[src/rtl/sram_arbiter.sv]
// Two-port (fetch A / load-store B) arbiter in front of a single-port synchronous SRAM.
// Default build: round-robin with burst limit MAX_BURST; define SRAM_ARB_BPRIO_EN for strict B priority.
module sram_arbiter #(
  parameter int ADDR_W    = 12,
  parameter int DATA_W    = 16,
  parameter int MAX_BURST = 4
) (
  input  logic              clk,
  input  logic              rst,
  input  logic              a_req_valid,
  output logic              a_req_ready,
  input  logic [ADDR_W-1:0] a_req_addr,
  output logic              a_rsp_valid,
  output logic [DATA_W-1:0] a_rsp_data,
  input  logic              b_req_valid,
  output logic              b_req_ready,
  input  logic              b_req_we,
  input  logic [ADDR_W-1:0] b_req_addr,
  input  logic [DATA_W-1:0] b_req_wdata,
  output logic              b_rsp_valid,
  output logic [DATA_W-1:0] b_rsp_data,
  output logic              mem_cs,
  output logic              mem_we,
  output logic [ADDR_W-1:0] mem_wr_addr,
  output logic [ADDR_W-1:0] mem_rd_addr,
  output logic [DATA_W-1:0] mem_wdata,
  input  logic [DATA_W-1:0] mem_rdata
);

  typedef enum logic {OWN_A = 1'b0, OWN_B = 1'b1} own_e;

  localparam logic [3:0] BURST_LIM = 4'(MAX_BURST);

  own_e        state, state_nxt;
  logic [3:0]  cnt, cnt_nxt;
  logic        grant_a, grant_b;
  logic        a_vld_p1, b_vld_p1;
  logic [ADDR_W-1:0] win_addr;

  function automatic logic [3:0] sat_inc(input logic [3:0] v);
    return (v == 4'hF) ? v : v + 4'd1;
  endfunction

  always_ff @(posedge clk or posedge rst) begin
    if (rst) begin
      state    <= OWN_A;
      cnt      <= 4'd0;
      a_vld_p1 <= 1'b0;
      b_vld_p1 <= 1'b0;
    end else begin
      state    <= state_nxt;
      cnt      <= cnt_nxt;
      a_vld_p1 <= grant_a;
      b_vld_p1 <= grant_b & ~b_req_we;
    end
  end

  always_comb begin
    state_nxt = state;
    cnt_nxt   = cnt;
`ifdef SRAM_ARB_BPRIO_EN
    if (grant_b)      state_nxt = OWN_B;
    else if (grant_a) state_nxt = OWN_A;
`else
    if (grant_a) begin
      if (state == OWN_A) cnt_nxt = sat_inc(cnt);
      else begin
        state_nxt = OWN_A;
        cnt_nxt   = 4'd1;
      end
    end else if (grant_b) begin
      if (state == OWN_B) cnt_nxt = sat_inc(cnt);
      else begin
        state_nxt = OWN_B;
        cnt_nxt   = 4'd1;
      end
    end
`endif
  end

  // Grant is gated by rst so nothing reaches the SRAM while reset is held.
  always_comb begin
    grant_a = 1'b0;
    grant_b = 1'b0;
    if (!rst) begin
`ifdef SRAM_ARB_BPRIO_EN
      if (b_req_valid)      grant_b = 1'b1;
      else if (a_req_valid) grant_a = 1'b1;
`else
      if (state == OWN_A) begin
        if (a_req_valid && (!b_req_valid || cnt < BURST_LIM)) grant_a = 1'b1;
        else if (b_req_valid)                                 grant_b = 1'b1;
      end else begin
        if (b_req_valid && (!a_req_valid || cnt < BURST_LIM)) grant_b = 1'b1;
        else if (a_req_valid)                                 grant_a = 1'b1;
      end
`endif
    end
  end

  assign win_addr    = grant_a ? a_req_addr : (grant_b ? b_req_addr : '0);
  assign a_req_ready = grant_a;
  assign b_req_ready = grant_b;
  assign mem_cs      = grant_a | grant_b;
  assign mem_we      = grant_b & b_req_we;
  assign mem_wr_addr = win_addr;
  assign mem_rd_addr = win_addr;
  assign mem_wdata   = mem_cs ? b_req_wdata : '0;

  // Stage p1: SRAM read data returns one cycle after the accept.
  assign a_rsp_valid = a_vld_p1;
  assign b_rsp_valid = b_vld_p1;
  assign a_rsp_data  = mem_rdata;
  assign b_rsp_data  = mem_rdata;

endmodule

[config.mk]
export PLATFORM = sky130hd
export DESIGN_NAME = sram_arbiter
export DESIGN_NICKNAME = d
export VERILOG_FILES = /design/src/rtl/sram_arbiter.sv
export SDC_FILE = /design/constraint.sdc
export NUM_CORES = 1
export LEC_CHECK = 0
export CORE_UTILIZATION = 27
export DETAILED_ROUTE_END_ITERATION = 12
export PLACE_DENSITY = 0.87
export SYNTH_ARGS = -nofsm -noshare
export SYNTH_HDL_FRONTEND = slang
export SYNTH_SLANG_ARGS = --single-unit
[constraint.sdc]
create_clock -name clk -period 2.89 [get_ports clk]
set_input_delay 0.289 -clock clk [delete_from_list [all_inputs] [get_ports clk]]
set_output_delay 0.289 -clock clk [all_outputs]
set_load 0.05 [all_outputs]
==> results of run 1 <==
==> worst register-to-register path: cells and delay by family, from the launching register on <==
family,cells,cell delay [ns]
compound gates,1,0.43
buf+inv,1,0.23
flops,1,0.45
simple gates,1,0.44
==> layer usage <==
layer,up-vias,global-route usage,share of wire
met2,66,0.318,0.55
met1,524,0.145,0.33
met4,0,0.0417,0.014
met3,8,0.0581,0.11
li1,557,-,-
met5,-,0,0
==> flip-flops by register name (all words and copies together), names as in the netlist <==
register and flops:
a_rsp_valid 1, b_rsp_valid 1, cnt 4, state 1
==> cell usage in the layout, fill, tap and decap left out, types with 3 or more instances in the layout <==
master and n:
nor2_1 3, a21oi_1 7, buf_4 25, nand2_1 25
clkdlybuf4s50_1 48, dfrtp_1 7, buf_12 33, and2_1 17
clkbuf_8 3, o21ai_0 16
==> worst max-delay path by stage <==
stage | from | end | depth (start not counted)
4_1_cts | cnt[2]$_DFFE_PP0P_ | mem_wr_addr[5] | 7
6_report | cnt[2]$_DFFE_PP0P_ | mem_we | 6
3_5_place_dp | a_req_valid | mem_we | 6
3_3_place_gp | b_req_valid | mem_we | 4
2_1_floorplan | cnt[2]$_DFFE_PP0P_ | mem_wr_addr[10] | 6
5_1_grt | cnt[2]$_DFFE_PP0P_ | mem_we | 6
==> per-stage QoR <==
stage                     instance area [um2]  utilization  worst slack (ns)  hold slack, ns  setup TNS [ns]
after global placement                   2080        0.559             0.461           0.527               0
after floorplan                          1060            -            -0.166           0.330           -1.41
after CTS                                2120        0.571             0.303           0.561               0
final                                    2120        0.571             0.304           0.560               0
after global routing                     2120        0.571             0.187           0.578               0
after detailed placement                 2080        0.559             0.381           0.552               0
==> kinds of logic after synthesis <==
kind of cell,synth area share
muxes,0.0189
adders and majority gates,0.0118
buffers and inverters,0.366
and+or+nand+nor,0.253
AOI/OAI and AO/OA,0.185
DFF,0.165
==> report_power, final <==
group	switching, W	internal (W)
combinational	0.000331	0.000311
sequential	0.0000267	0.000117
clock	0.0000431	0.0000955
==> cell type report <==
type,instances,area share
Timing Repair Buffer,106,0.627
Multi-Input combinational cell,87,0.238
Sequential cell,7,0.0826
Tap cell,48,0.0283
Clock buffer,4,0.0212
Inverter,2,0.00354
==> results.toml, run 1 <==
[status]
outcome = "finished clean"

[yosys]
synth-seq-cells = 7
synth.area.top_cells = "buf_4, dfrtp_1, and2_1, nand2_1, o21ai_0"
netlist_instances = 148
ys.flop_type = "dfrtp_1"
ys_warn_count = 0
ys_seq_area_frac = 0.165
synth_common_cells = "buf_4, nand2_1, and2_1, o21ai_0"
yosysTopAreaCell = "buf_4"
async_reset_ff_frac = 1.00
synth_fp_nets = 210
synth_top_area_frac = 0.319
syn-cell-area_um2 = 1060
synth_most_common_cell = "buf_4"
avgSynthCellArea_um2 = 7.16
synth_cell_type_count = 27
synth_edf_count = 0

[finish]
regArea_um2 = 175
fin_cells = 254
drive_gt1_frac = 0.316
fillers = 317
multi_input_area_um2 = 504
nets = 269
syn_to_final_growth_pct = 100
diodes = 0

[critical_path]
worst_ep_required_time_ns = 2.60
path_delay_family = "buffers and inverters"
rr_startpoint = "cnt[2]$_DFFE_PP0P_"
rrSetupSlack_ns = 1.27
crit_fanout = 9
crit_type = "flop to primary output"
cpPeakStageDelay_ns = 0.79
cp_slowest_cell = "clkdlybuf4s50_1"
end_kind = "primary output"
r2r-end = "a_rsp_valid$_DFF_PP0_"
r2r_cells = 3
crit_path_start_kind = "flop"
cp_num_buf_inv = 2
cp.arrival_ns = 2.30
worstPathCellList = "o21ai_0 > buf_4 > a21oi_1 > nor3b_2 > and2_1 > clkdlybuf4s50_1"

[detailed_routing]
ant_nets = 0
drc_errors = 0
viasPerCell = 4.55
vias = 1155
drt_iter0_markers = 33
firstDrtPassIters = 4
wl_um = 3350
wl_per_cell_um = 13.2

[placement]
io_buffers = 90
gp_congestion = 0.813
dp_cells = 250
post-dp-hpwl_um = 2820

[cts]
clock-sinks = 7
cts_hold_buf = 0
clk_pin_slew_ns = 0.04
cts_buffers = 3
cts_buffer_depth = 2
cts_tree = "built"
htreeDepth = 1
postCtsSetupBuffers = 0
cts-root-buf = "clkbuf_8"
cts_resized = 0
clkLatencyLatePin_ns = 0.23

[global_routing]
grt_pass1_wl_um = 5120
antenna_found_initial = 0
grt_start_max_net_pins = 34
track_usage = 0.158
overflow = 0
grt_pass1_vias = 1146

[sta]
drv_slew = 0
hold_violations = 0
fin_crit_ns = 2.59
tightest_slew_ns = 0.674
period_share = 0.895
clock.fmax_ghz = 0.387
setup_violations = 0
slew_headroom = 0.546
skew_ns = 0.00296
rsz0062_at_grt = "no"

[floorplanning]
die_width_um = 64.7
initial_utilization = 0.285
boundaryPins = 139
die_h_um = 64.7
die-area_um2 = 4180
core_area_um2 = 3720
row_count = 22

[min_path]
worstHoldEndpoint = "cnt[1]$_DFFE_PP0P_"
worstHoldStart = "cnt[1]$_DFFE_PP0P_"
hp-class = "flop to flop"
hold_depth = 1

[power]
ir_worst_vdd_mv = 0.141
p_leak_nw = 0.908
p_per_area_nw_per_um2 = 436
total_power_w = 0.000924

[job]
cap_violations = 0
(Power assumes the default switching activity.)
==> run 2: changes to the inputs <==
--- a/config.mk
+++ b/config.mk
@@ -5,9 +5,9 @@
 export SDC_FILE = /design/constraint.sdc
 export NUM_CORES = 1
 export LEC_CHECK = 0
-export CORE_UTILIZATION = 27
+export CORE_UTILIZATION = 25
 export DETAILED_ROUTE_END_ITERATION = 12
-export PLACE_DENSITY = 0.87
+export PLACE_DENSITY = 0.81
 export SYNTH_ARGS = -nofsm -noshare
 export SYNTH_HDL_FRONTEND = slang
 export SYNTH_SLANG_ARGS = --single-unit
==> constraint.sdc (replaced) <==
create_clock -name clk -period 2.95 [get_ports clk]
set_input_delay 0.295 -clock clk [delete_from_list [all_inputs] [get_ports clk]]
set_output_delay 0.295 -clock clk [all_outputs]
set_load 0.05 [all_outputs]
==> results.toml, run 2 (synthesis results as in run 1) <==
[critical_path]
crit_path_start_kind = "flop"
path_delay_family = "buffers and inverters"
rrSetupSlack_ns = 1.35
cpPeakStageDelay_ns = 0.79
cp.arrival_ns = 2.46
worstPathCellList = "o21ai_0 > a21oi_1 > nor3b_2 > and2_1 > clkdlybuf4s50_1"
crit_fanout = 9
cp_num_buf_inv = 1
end_kind = "primary output"
cp_slowest_cell = "clkdlybuf4s50_1"
worst_ep_required_time_ns = 2.65
crit_type = "flop to primary output"

[floorplanning]
core_area_um2 = 4030
die_h_um = 67.1
die-area_um2 = 4500
die_width_um = 67.1
row_count = 23
boundaryPins = 139
initial_utilization = 0.263

[sta]
setup_slack_ns = 0.198
fin_setup_tns_ns = 0
skew_ns = 0.00429
tightest_slew_ns = 0.752
setup_violations = 0
fin_crit_ns = 2.75
clock.fmax_ghz = 0.363
rsz0062_at_grt = "no"
period_share = 0.933
slew_headroom = 0.494
drv_slew = 0
hold_violations = 0

[global_routing]
grt_pass1_wl_um = 4110
antenna_found_initial = 0
grt_pass1_vias = 902
overflow = 0
track_usage = 0.118
grt_start_max_net_pins = 27

[power]
ir_worst_vdd_mv = 0.150
p_per_area_nw_per_um2 = 426
p_leak_nw = 0.850
total_power_w = 0.000871

[detailed_routing]
wl_per_cell_um = 12.1
firstDrtPassIters = 6
drc_errors = 0
drt_iter0_markers = 62
vias = 1062
wl_um = 2950
viasPerCell = 4.35
ant_nets = 0

[status]
outcome = "finished clean"

[cts]
htreeDepth = 1
cts_resized = 0
cts_tree = "built"
cts_buffers = 3
cts_buffer_depth = 2
clkLatencyLatePin_ns = 0.23
postCtsSetupBuffers = 0
cts-root-buf = "clkbuf_8"
cts_hold_buf = 0
clk_pin_slew_ns = 0.04
clock-sinks = 7

[finish]
final_common_cell = "clkdlybuf4s50_1"
final_area_um2 = 2050
nets = 257
syn_to_final_growth_pct = 93.0
diodes = 0
final_cell_mix = "clkdlybuf4s50_1, buf_12, nand2_1"
regMostFlops = "cnt"
drive_gt1_frac = 0.273
largest_reg_flops = 4

[job]
cap_violations = 0

[placement]
io_buffers = 90
place_ws_ns = 0.414
gp_congestion = 0.761
placed_cell_area_um2 = 2000
post-dp-hpwl_um = 2500

[min_path]
hp-class = "flop to flop"
-- run 2: worst register-to-register path: stages, from the launching register on --
cell	delay (ns)
dfrtp_1	0.46
or3_4	0.45
a311oi_4	0.29
buf_4	0.29
-- run 2: stage by stage --
step / hold WS (ns) / util / instances
3_3_place_gp: 0.528 / 0.497 / 240
6_report: 0.561 / 0.508 / 244
2_1_floorplan: 0.336 / - / 148
4_1_cts: 0.565 / 0.508 / 244
3_5_place_dp: 0.557 / 0.497 / 240
5_1_grt: 0.578 / 0.508 / 244
-- run 2: per-layer routing --
metal | up-vias | track usage | routed length (um)
met2 | 61 | 0.220 | 1570
met1 | 464 | 0.116 | 1000
li1 | 531 | - | -
met4 | 0 | 0.0452 | 12
met5 | - | 0 | 0
met3 | 6 | 0.0462 | 360
-- run 2: final timing paths --
path | from | endpoint | depth (start not counted)
hold reg to reg | cnt[1]$_DFFE_PP0P_ | cnt[1]$_DFFE_PP0P_ | 1
hold / removal | cnt[1]$_DFFE_PP0P_ | cnt[1]$_DFFE_PP0P_ | 1
setup / recovery | cnt[2]$_DFFE_PP0P_ | mem_we | 5
setup reg to reg | cnt[2]$_DFFE_PP0P_ | a_rsp_valid$_DFF_PP0_ | 3
min in group asynchronous | rst | cnt[0]$_DFFE_PP0P_ | 2
max in group asynchronous | rst | cnt[1]$_DFFE_PP0P_ | 2
-- run 2: layout make-up --
class / instances / area (um2)
multi-input combinational: 87 / 504
fill: 365 / 1980
tap: 50 / 62.6
inverter: 2 / 7.51
timing repair buffer: 94 / 1250
sequential: 7 / 175
clock buffer: 4 / 45.0
-- run 2: report_power, final --
group          leakage, nW  total, W  internal [W]  switching (W)
clock               0.0228  0.000137     0.0000936      0.0000432
sequential          0.0901  0.000140      0.000115      0.0000246
combinational        0.737  0.000595      0.000280       0.000315
total                0.850  0.000871      0.000489       0.000382
